--- src/rtl/apb_irq_vector_arb.sv ---
// APB-programmable priority arbiter and interrupt vectoring controller.
// Selects the highest-priority enabled source, raises a registered active-low
// interrupt and hands out the winning ID through a read-to-acknowledge VECTOR
// register. In-service levels are tracked until software writes EOI.
// Build option: define IRQ_NESTING_EN for a 4-level nesting bitmap; otherwise a
// single in-service flag blocks all new interrupts until EOI.
module apb_irq_vector_arb (
  input  logic       PCLK,
  input  logic       nRESET,
  input  logic       PSEL,
  input  logic       PENABLE,
  input  logic       PWRITE,
  input  logic [7:2] PADDR,
  input  logic [7:0] PWDATA,
  input  logic [7:0] IRQSTAT,
  output logic [7:0] PRDATA,
  output logic       nIRQ
);

  localparam int unsigned NUM_SRC = 8;
  localparam int unsigned PRIO_W  = 2;

  localparam logic [3:0] ADDR_PRIO0  = 4'h0;
  localparam logic [3:0] ADDR_PRIO1  = 4'h1;
  localparam logic [3:0] ADDR_VECTOR = 4'h2;
  localparam logic [3:0] ADDR_EOI    = 4'h3;
  localparam logic [3:0] ADDR_ISTAT  = 4'h4;

  typedef enum logic [1:0] {StIdle, StPend, StHold} state_e;

  state_e              r_state;
  logic [7:0]          r_prio0;
  logic [7:0]          r_prio1;
  logic                r_win_valid;
  logic [2:0]          r_win_id;
  logic                r_nirq;
  logic [7:0]          r_prdata;

  logic [3:0]          w_addr;
  logic                w_wr;
  logic                w_rd_setup;
  logic                w_vec_setup;
  logic                w_eoi;
  logic [15:0]         w_prio_all;
  logic                w_cand_any;
  logic [2:0]          w_cand_id;
  logic [PRIO_W-1:0]   w_cand_prio;
  logic                w_cur_valid;
  logic [1:0]          w_cur_lvl;
  logic [3:0]          w_isr_view;
  logic                w_elig;
  logic [7:0]          w_rdata;
  logic                w_unused_paddr;

  assign w_addr         = PADDR[5:2];
  assign w_unused_paddr = ^PADDR[7:6];
  assign w_wr           = PSEL & PWRITE & PENABLE;
  assign w_rd_setup     = PSEL & ~PWRITE & ~PENABLE;
  assign w_vec_setup    = w_rd_setup & (w_addr == ADDR_VECTOR);
  assign w_eoi          = w_wr & (w_addr == ADDR_EOI);
  assign w_prio_all     = {r_prio1, r_prio0};

  // Candidate: highest priority among set sources; strict '>' keeps the lowest index on ties.
  always_comb begin
    w_cand_any  = 1'b0;
    w_cand_id   = 3'd0;
    w_cand_prio = '0;
    for (int i = 0; i < NUM_SRC; i++) begin
      if (IRQSTAT[i] && (!w_cand_any || (w_prio_all[2*i +: 2] > w_cand_prio))) begin
        w_cand_any  = 1'b1;
        w_cand_id   = 3'(i);
        w_cand_prio = w_prio_all[2*i +: 2];
      end
    end
  end

`ifdef IRQ_NESTING_EN
  logic [3:0] r_isr;
  logic [1:0] w_win_prio;

  // The winner's priority is looked up from its ID; no PRIO write can land between
  // the VECTOR setup phase and HOLD because APB is single-transfer.
  assign w_win_prio = w_prio_all[{r_win_id, 1'b0} +: 2];

  // Running level is the highest in-service bit.
  always_comb begin
    w_cur_lvl = 2'd0;
    for (int i = 0; i < 4; i++) begin
      if (r_isr[i]) w_cur_lvl = 2'(i);
    end
  end

  assign w_cur_valid = |r_isr;
  assign w_isr_view  = r_isr;
  assign w_elig      = w_cand_any & (~w_cur_valid | (w_cand_prio > w_cur_lvl));

  // Acknowledge marks the winner's level in service; EOI retires the highest level.
  always_ff @(posedge PCLK or negedge nRESET) begin
    if (!nRESET) begin
      r_isr <= 4'h0;
    end else if (r_state == StHold) begin
      r_isr <= r_isr | (4'b0001 << w_win_prio);
    end else if (w_eoi) begin
      r_isr <= r_isr & ~(4'b0001 << w_cur_lvl);
    end
  end
`else
  logic r_isr;

  assign w_cur_valid = r_isr;
  assign w_cur_lvl   = 2'd0;
  assign w_isr_view  = {3'b000, r_isr};
  assign w_elig      = w_cand_any & ~r_isr;

  // Single in-service flag: set on acknowledge, cleared by EOI.
  always_ff @(posedge PCLK or negedge nRESET) begin
    if (!nRESET) begin
      r_isr <= 1'b0;
    end else if (r_state == StHold) begin
      r_isr <= 1'b1;
    end else if (w_eoi) begin
      r_isr <= 1'b0;
    end
  end
`endif

  // Priority register writes.
  always_ff @(posedge PCLK or negedge nRESET) begin
    if (!nRESET) begin
      r_prio0 <= 8'h00;
      r_prio1 <= 8'h00;
    end else if (w_wr) begin
      if (w_addr == ADDR_PRIO0) r_prio0 <= PWDATA;
      if (w_addr == ADDR_PRIO1) r_prio1 <= PWDATA;
    end
  end

  // Read data mux; unmapped and write-only offsets read as zero.
  always_comb begin
    w_rdata = 8'h00;
    case (w_addr)
      ADDR_PRIO0:  w_rdata = r_prio0;
      ADDR_PRIO1:  w_rdata = r_prio1;
      ADDR_VECTOR: w_rdata = r_win_valid ? {1'b1, 4'b0000, r_win_id} : 8'h00;
      ADDR_ISTAT:  w_rdata = {w_isr_view, 1'b0, w_cur_valid, w_cur_lvl};
      default:     w_rdata = 8'h00;
    endcase
  end

  // PRDATA captured at the setup-phase edge, zero otherwise.
  always_ff @(posedge PCLK or negedge nRESET) begin
    if (!nRESET) begin
      r_prdata <= 8'h00;
    end else begin
      r_prdata <= w_rd_setup ? w_rdata : 8'h00;
    end
  end

  // Vectoring FSM with registered winner and interrupt output.
  always_ff @(posedge PCLK or negedge nRESET) begin
    if (!nRESET) begin
      r_state     <= StIdle;
      r_win_valid <= 1'b0;
      r_win_id    <= 3'd0;
      r_nirq      <= 1'b1;
    end else begin
      case (r_state)
        StIdle: begin
          r_win_valid <= w_elig;
          r_win_id    <= w_cand_id;
          r_nirq      <= ~w_elig;
          if (w_elig) r_state <= StPend;
        end
        StPend: begin
          // A VECTOR read wins over a same-cycle deassert so the returned ID is the one acked.
          if (w_vec_setup) begin
            r_state <= StHold;
            r_nirq  <= 1'b0;
          end else if (!w_elig) begin
            r_state     <= StIdle;
            r_win_valid <= 1'b0;
            r_nirq      <= 1'b1;
          end else begin
            r_win_id <= w_cand_id;
            r_nirq   <= 1'b0;
          end
        end
        StHold: begin
          r_state     <= StIdle;
          r_win_valid <= 1'b0;
          r_nirq      <= 1'b1;
        end
        default: begin
          r_state     <= StIdle;
          r_win_valid <= 1'b0;
          r_nirq      <= 1'b1;
        end
      endcase
    end
  end

  assign PRDATA = r_prdata;
  assign nIRQ   = r_nirq;

endmodule

--- config.mk ---
export PLATFORM = sky130hd
export DESIGN_NAME = apb_irq_vector_arb
export DESIGN_NICKNAME = d
export VERILOG_FILES = /design/src/rtl/apb_irq_vector_arb.sv
export SDC_FILE = /design/constraint.sdc
export NUM_CORES = 1
export LEC_CHECK = 0
export BUFFER_PORTS_ARGS = -buffer_cell sky130_fd_sc_hd__buf_2
export CAP_MARGIN = 20
export CORE_MARGIN = 3
export CORE_UTILIZATION = 28
export DETAILED_ROUTE_END_ITERATION = 8
export GPL_TIMING_DRIVEN = 0
export PLACE_DENSITY = 0.46
export REMOVE_ABC_BUFFERS = 1
export SYNTH_ARGS = -nofsm -noshare
export SYNTH_HDL_FRONTEND = slang
export SYNTH_SLANG_ARGS = --single-unit
--- constraint.sdc ---
create_clock -name PCLK -period 7.7 [get_ports PCLK]
set_input_delay 1.54 -clock PCLK [delete_from_list [all_inputs] [get_ports PCLK]]
set_output_delay 1.54 -clock PCLK [all_outputs]
set_load 0.01 [all_outputs]
Yosys cells after proc, flatten, opt, wreduce, memory -nomap -nowiden
Index checks and enable logic that the tools add are counted.

storage, ports and cells
  flip-flop bits (word level) = 32
  word-level logic and storage cells = 107

operators by class
  order comparisons = 7
  eq/ne operators = 11
  multiplexer cells = 40
  bitwise gates (word level) = 11
  reductions and logical operators = 30

operators with widths
  cell                                                  number
  one-hot mux 8 bit (4 select lines)                    1
  two-way mux 2 bit                                     11
  two-way mux 3 bit                                     7
  two-way mux 8 bit                                     2
  two-way mux 1 bit                                     15
  greater-than comparator 2 bit                         7
  equality test 4 x 2 -> 1 bit (second input constant)  2
  != test 2 bit (second input constant)                 4
  AND reduction 2 bit                                   4
  bitwise AND 1 bit                                     7
  logical AND 1 bit                                     7
  logical NOT 1 bit                                     7
  logical OR 1 bit                                      7
  one-hot mux 3 bit (2 select lines)                    1
  equality test 4 x 1 -> 1 bit (second input constant)  1
  equality test 4 x 3 -> 1 bit (second input constant)  1
  logical NOT 4 bit                                     1
  inverter 1 bit                                        4
  one-hot mux 1 bit (2 select lines)                    2
  one-hot mux 2 bit (2 select lines)                    1
  nonzero test 2 bit                                    2
  != test 3 bit (second input constant)                 1
  AND reduction 3 bit                                   1
  equality test 2 x 1 -> 1 bit (second input constant)  1
  2 further kinds                                       2

Logic depth before layout (Yosys ltp)
Gate-level depths: netlist (run 1).

  word-level depth = 33
  mapped depth = 47

Worst setup path before layout (run 1)
No wires, ideal clock.

  kind = input-to-reg
  from = input port IRQSTAT[0]
  to = register r_win_id[2]
  library setup time = 0.126 ns
  arrival = 9.122 ns
  required time = 7.574 ns
  path slack = -1.548 ns
  stages = 44
  path buffers = 1
  path through = buf_6 nand2_1 ha_1 nor2b_1 o311a_1 a22o_2 ha_1 nor3b_1 o21ai_0 o21a_1 mux2_4 ha_1 nor2_1 a21o_1 o21ai_0 a21o_2 nor2_1 a21o_2 [... 8 more ...] o21ai_0 a22o_1 nand2_1 o21ai_2 mux2i_1 ha_1 nor2b_1 o21ai_0 nand2_1 nand2_1 mux2_2 ha_1 nor2b_1 o21ai_0 o21ai_0 nand2_1 nand3_1 o32a_1

between the ends
  longest elaborated chain between the ends = 32
  elaborated cells on any way between the ends = 53
  classes of those cells = order compare: 7; eq/ne: 1; mux: 22; bitwise: 1; reduce/logical: 22

ends and longest elaborated chain
  what                                                                       line      source
  start: declaration                                                         15        input logic [7:0] IRQSTAT,
  two-way mux 2 bit or two-way mux 1 bit (tied branches)                     69        if (IRQSTAT[i] && (!w_cand_any || (w_prio_all[2*i +: 2] > w_cand_prio))) begin
  greater-than comparator 2 bit or logical NOT 1 bit (tied branches)         69
  logical OR 1 bit                                                           69
  logical AND 1 bit                                                          69
  two-way mux 2 bit or two-way mux 1 bit (tied branches)                     69
  greater-than comparator 2 bit or logical NOT 1 bit (tied branches)         69
  logical OR 1 bit                                                           69
  logical AND 1 bit                                                          69
  [... 16 more ...]                                                          -
  two-way mux 2 bit or two-way mux 1 bit (tied branches)                     69
  greater-than comparator 2 bit or logical NOT 1 bit (tied branches)         69
  logical OR 1 bit                                                           69
  logical AND 1 bit                                                          69
  two-way mux 3 bit or two-way mux 1 bit (tied branches)                     69
  two-way mux 3 bit or bitwise AND 1 bit (tied branches)                     179, 113
  two-way mux 3 bit or != test 2 bit (tied branches)                         -
  one-hot mux 3 bit (2 select lines) or AND reduction 3 bit (tied branches)  -
  end signal: assignment                                                     170       r_win_id <= w_cand_id;
  end signal: assignment                                                     184       r_win_id <= w_cand_id;
  end: declaration                                                           35        logic [2:0] r_win_id;

Several ways; a longest one is shown, not always the timed one. The select of a mux whose other input is x is not followed.
A chain may end at the register's enable or synchronous reset.

Worst setup path after layout (run 1)
  from = input port IRQSTAT[0]
  to = register r_win_id[0]

Same word-level chain as after synthesis.

==> run_results.csv, run 1 <==
group,metric,value,unit
outcome,status,"finished, violations left",
outcome,violations,"negative setup slack",
critical_path,startpoint_type,"input port",
sta,setup_viol,3,
critical_path,required,7.92,ns
sta,timing.final.crit_period,8.95,ns
cells_and_area,multi_input_area,0.00127,mm²
sta,slew_violations,0,
clocking,clock-sinks,32,
routing,ant_nets,0,
yosys,syn_area,0.00193,mm²
critical_path,worstPathMaxFanout,3,
flow_run,max-cap-violations,0,
sta,fin_skew,0.00678,ns
placement,port_buffers,33,
sta,fmax,112,MHz
hold_path,min-delay-path-class,"reg -> reg",
sta,worst_pin_slew,0.762,ns
sta,finalCritPeriodShare,116,%
yosys,yosys_warnings,0,
die,row_count,29,
yosys,ys.flop_type,"dfrtp_1",
routing,drtIter0Drc,51,
routing,drc_errors,0,
yosys,ys_ff_latch,32,
sta,rsz0062_at_grt,"true",
routing,firstDrtPassIters,4,
die,die-area,0.00791,mm²
clocking,cts_htree_levels,2,
yosys,yosysUniqueCellTypes,54,
power,ir_worst_vdd,0.0942,mV
cells_and_area,nFillCells,650,
sta,hold_viol,0,
cells_and_area,seq_area,802,µm²
critical_path,reg2reg_depth,45,
clocking,clk_pin_slew,0.07,ns
yosys,async_flop_share,100,%
placement,dp_slack,-2.55,ns
critical_path,end_kind,"flip-flop",
power,total_leakage_power,1.27,nW
sta,slew_headroom,48.7,%
clocking,cts_tree,"built",
cells_and_area,area_growth,42.6,%
die,die_w,88.9,µm
global_routing,grt_pass1_wl,8980,µm
global_routing,grt.total_usage,14.9,%
global_routing,grt_max_degree,33,
cells_and_area,finish.utilization,42.3,%
global_routing,grt_overflow,0,
critical_path,max_stage_delay,0.33,ns
clocking,insertion_delay,0.29,ns
critical_path,crit_type,"in -> reg",
critical_path,crit_path_frequent_cell,"buf_4",
sta,setup_slack,-1.25,ns
critical_path,r2r-start,"r_prio0[1]",
critical_path,r2r_slack,-0.45,ns
clocking,cts_made_buffers,5,
yosys,synthCells,206,
hold_path,min_from,"r_state[1]",
critical_path,path_delay_family,"compound AO/OA/AOI/OAI gates",
die,core-area,0.00649,mm²
critical_path,path_buf_inv,12,
die,start_util,29.6,%
cells_and_area,drive_gt1_share,44.4,%
placement,dpl.hpwl,3830,µm
routing,vias,1810,
routing,wl,5550,µm
critical_path,worstPathArrival,9.17,ns
clocking,root_buffer,"clkbuf_8",
yosys,synth.avg_cell_area,9.35,µm²
cells_and_area,n_antenna_cell,0,
hold_path,hold_depth,1,
global_routing,antenna_found_initial,0,
sta,hold_slack,0.439,ns
cells_and_area,num-nets-final,306,
clocking,cts.path.max_buffers,2,
placement,gp_congestion,0.748,
routing,routedWlPerCell,16.0,µm
routing,routed_via_density,5.22,
power,power.density,302,mW/mm²
yosys,seq_area_frac_synth,41.7,%
global_routing,first_global_vias,1792,
clocking,holdBufCountCts,0,
critical_path,r2r_end,"r_win_id[0]",
sta,fin_tns_setup,-3.52,ns
die,design.portCount,36,
hold_path,holdPathEnd,"r_state[1]",
die,die_h,88.9,µm
critical_path,crit_slowest_cell,"mux2_4",
yosys,synth_edf_count,0,
==> cell usage in the layout, fill, tap and decap left out, drive strengths merged, types with 3 or more instances in the layout <==
cell,n
mux2i,3
and3,3
nor2,22
nor4,4
dfrtp,31
ha,10
o21ai,19
nor2b,4
a21o,3
inv,12
mux2,10
a22oi,6
a22o,3
buf,63
clkbuf,7
nand2,22
a21oi,7
==> stage by stage <==
stage	area, µm²	power [mW]	std cells
2_1_floorplan	1890	0.381	199
3_3_place_gp	2150	0.439	309
3_5_place_dp	2160	0.441	310
4_1_cts	2670	0.792	344
5_1_grt	2750	0.891	347
6_report	2750	0.830	347
==> logic make-up (layout without fill, tap and decap cells) <==
| group | after synthesis | count (layout) | synth area share (%) |
|---|---|---|---|
| and+or+nand+nor | 71 | 71 | 18.0 |
| muxes | 13 | 13 | 7.60 |
| adders and majority gates | 11 | 11 | 7.02 |
| buffers and inverters | 19 | 83 | 4.16 |
| AOI/OAI and AO/OA | 60 | 60 | 21.6 |
| DFF | 32 | 32 | 41.7 |
==> worst register-to-register path, delay by kind of cell, from the launching register on <==
| kind | cells | cell delay [ns] |
|---|---|---|
| adder cells (fa/ha/maj) | 6 | 1.63 |
| AO/OA/AOI/OAI | 16 | 3.01 |
| flip-flops | 1 | 0.49 |
| AND/OR/NAND/NOR | 10 | 1.09 |
| multiplexers | 2 | 0.58 |
| buffers and inverters | 11 | 1.34 |
==> power breakdown <==
part / total (mW) / switching (mW) / internal (mW)
Sequential: 0.223 / 0.0282 / 0.195
Combinational: 0.427 / 0.177 / 0.250
Clock: 0.180 / 0.0655 / 0.114
Total: 0.830 / 0.271 / 0.559
==> registers in the layout, indices dropped and copies added, names as in the netlist <==
register and count:
PRDATA 8, nIRQ 1, r_isr 1, r_prio0 8, r_prio1 8, r_state 2
r_win_id 3, r_win_valid 1
==> per-layer routing <==
| metal | up-vias | global-route usage (%) | wire length (µm) |
|---|---|---|---|
| met1 | 871 | 20.0 | 2620 |
| met2 | 52 | 24.0 | 2500 |
| met5 | - | 0 | 0 |
| met3 | 9 | 3.23 | 307 |
| li1 | 878 | - | - |
| met4 | 0 | 4.87 | 121 |
==> synth_stat cells, drive strengths merged (4+ instances only) <==
master | number | area share, %
clkbuf | 5 | 0.97
ha | 10 | 6.5
nor2b | 4 | 1.3
nor2 | 22 | 4.3
inv | 12 | 2.3
mux2 | 10 | 6.0
o21ai | 19 | 5.1
dfrtp | 31 | 40
a22oi | 6 | 2.3
a21oi | 7 | 1.8
nand2 | 22 | 4.3
nor4 | 4 | 1.3
==> worst max path at each step <==
stage	start	to	slack, ns	depth (start not counted)
detailed placement	IRQSTAT[0]	r_win_id[2]	-2.55	42
finish	IRQSTAT[0]	r_win_id[0]	-1.25	46
global placement	IRQSTAT[0]	r_win_id[2]	-2.51	43
CTS	IRQSTAT[0]	r_win_id[0]	-1.09	44
floorplan	IRQSTAT[0]	r_win_id[2]	-1.44	43
global route	IRQSTAT[0]	r_win_id[0]	-1.62	45
==> layout make-up <==
class                      count  area share [%]
multi-input combinational    155            46.1
sequential                    32            29.2
timing repair buffer          63            14.9
clock buffer                   7            3.51
tap                           77            3.51
inverter                      12            1.64
clock inverter                 1            1.09
==> repair_timing <==
action,CTS,global route
resized for setup,42,13
setup buffers,26,3
endpoints found under the setup margin,3,3
gates cloned,0,0
pin swaps,23,29
Note: power is estimated with default switching activity, not from simulation.
==> run 2, diff against run 1 <==
- RECOVER_POWER: not set -> 50
==> run 2 against run 1 <==
Effect of this change:
- sequential share of layout area is 0.053 points higher
- the run ends with max-capacitance violations, max-slew violations, negative setup slack left
- register-to-register slack hardly changed
- highest routed layer unchanged
- largest power group unchanged
- clock skew hardly changed
- critical endpoint unchanged
- worst hold slack hardly changed
- core utilization is 0.077 points lower
- worst setup slack better by 0.0030 ns
==> run_results.csv, run 2 (synthesis gave the netlist of run 1 again) <==
group,metric,value,unit
placement,dp.cells,310,
die,die_w,88.9,µm
clocking,root_buffer,"clkbuf_8",
cells_and_area,final_cells,347,
outcome,violations,"max-capacitance violations, max-slew violations, negative setup slack",
clocking,clock-sinks,32,
routing,drtIter0Drc,51,
routing,wl,5540,µm
die,row_count,29,
clocking,cts_tree,"built",
critical_path,reg2reg_depth,45,
cells_and_area,num-nets-final,306,
clocking,cts.path.max_buffers,2,
sta,worst_pin_slew,1.80,ns
critical_path,path_buf_inv,12,
sta,slew_violations,33,
outcome,status,"finished, violations left",
sta,fin_skew,0.00646,ns
sta,fmax,112,MHz
sta,slew_headroom,-20.2,%
die,start_util,29.6,%
placement,dpl.hpwl,3830,µm
die,die-area,0.00791,mm²
power,ir_worst_vdd,0.0942,mV
global_routing,grt.total_usage,14.9,%
die,design.portCount,36,
global_routing,antenna_found_initial,0,
global_routing,grt_overflow,0,
critical_path,crit_path_frequent_cell,"buf_4",
critical_path,crit_slowest_cell,"mux2_4",
sta,finalCritPeriodShare,116,%
clocking,cts_htree_levels,2,
placement,gp_congestion,0.748,
routing,firstDrtPassIters,4,
cells_and_area,n_antenna_cell,0,
hold_path,min-delay-path-class,"reg -> reg",
critical_path,worstPathArrival,9.17,ns
global_routing,grt_max_degree,33,
sta,fin_tns_setup,-3.51,ns
routing,drc_errors,0,
clocking,insertion_delay,0.29,ns
critical_path,crit_type,"in -> reg",
critical_path,end_kind,"flip-flop",
critical_path,max_stage_delay,0.33,ns
die,core-area,0.00649,mm²
sta,rsz0062_at_grt,"true",
cells_and_area,drive_gt1_share,43.0,%
critical_path,worstPathMaxFanout,3,
sta,timing.final.crit_period,8.95,ns
cells_and_area,multi_input_area,0.00127,mm²
routing,ant_nets,0,
die,die_h,88.9,µm
sta,setup_viol,3,
critical_path,path_delay_family,"compound AO/OA/AOI/OAI gates",
critical_path,required,7.92,ns
critical_path,cp.depth,46,
global_routing,first_global_vias,1792,
clocking,clk_pin_slew,0.07,ns
cells_and_area,area_growth,42.4,%
cells_and_area,final_common_cell,"dfrtp_1",
sta,setup_slack,-1.25,ns
clocking,cts_made_buffers,5,
routing,routedWlPerCell,16.0,µm
flow_run,max-cap-violations,1,
cells_and_area,seq_area,802,µm²
routing,vias,1808,
power,total_leakage_power,1.26,nW
cells_and_area,nFillCells,651,
placement,port_buffers,33,
hold_path,hold_depth,1,
critical_path,startpoint_type,"input port",
sta,hold_viol,0,
routing,routed_via_density,5.21,
power,power.density,302,mW/mm²
global_routing,grt_pass1_wl,8980,µm
cells_and_area,final_cell_mix,"31 x dfrtp_1, 29 x buf_2, 27 x buf_4",
## run 2: changes by cell type in the layout (fill, tap and decap cells not counted)
cell      before  now
buf_2         33   29
clkbuf_1       0    4
## run 2: through the flow
stage               utilization [%]  hold WS (ns)  power (mW)  area [µm²]  setup WS [ns]
detailed placement             33.2         0.437       0.441        2160          -2.55
global placement               33.1         0.438       0.439        2150          -2.51
floorplan                         -         0.415       0.381        1890          -1.44
finish                         42.2         0.439       0.829        2740          -1.25
global route                   42.2         0.488       0.890        2740          -1.62
CTS                            41.1         0.447       0.792        2670          -1.09
## run 2: what timing repair did
| item | in CTS | in global routing |
|---|---|---|
| hold buffers | 0 | 0 |
| gates resized for setup | 42 | 13 |
| setup buffers | 26 | 3 |
| pin swaps | 23 | 29 |
| endpoints found under the hold margin | 0 | 0 |
| setup endpoints to repair | 3 | 3 |
## run 2: final timing paths
path	startpoint	slack, ns	endpoint
hold / removal	r_state[1]	0.44	r_state[1]
setup / recovery	IRQSTAT[0]	-1.25	r_win_id[0]
max in group asynchronous	nRESET	4.93	r_win_id[0]
min in group asynchronous	nRESET	1.73	PRDATA[1]
hold reg to reg	r_state[1]	0.44	r_state[1]
setup reg to reg	r_prio0[1]	-0.44	r_win_id[0]
## run 2: report_power, final
part	internal, mW	total [mW]	switching [mW]
Clock	0.114	0.180	0.0654
Sequential	0.195	0.223	0.0282
Combinational	0.250	0.427	0.177
## run 2: final cells by class
class / instances / area share, %
clock buffer: 7 / 3.51
sequential: 32 / 29.3
inverter: 12 / 1.64
clock inverter: 1 / 1.10
multi-input combinational: 155 / 46.2
tap: 77 / 3.51
timing repair buffer: 63 / 14.8
## run 2: per-layer routing
metal	track usage, %	wire [µm]	vias up
met2	24.0	2480	53
met4	4.87	129	0
li1	-	-	878
met3	3.23	348	11
met1	20.0	2580	866
met5	0	0	-
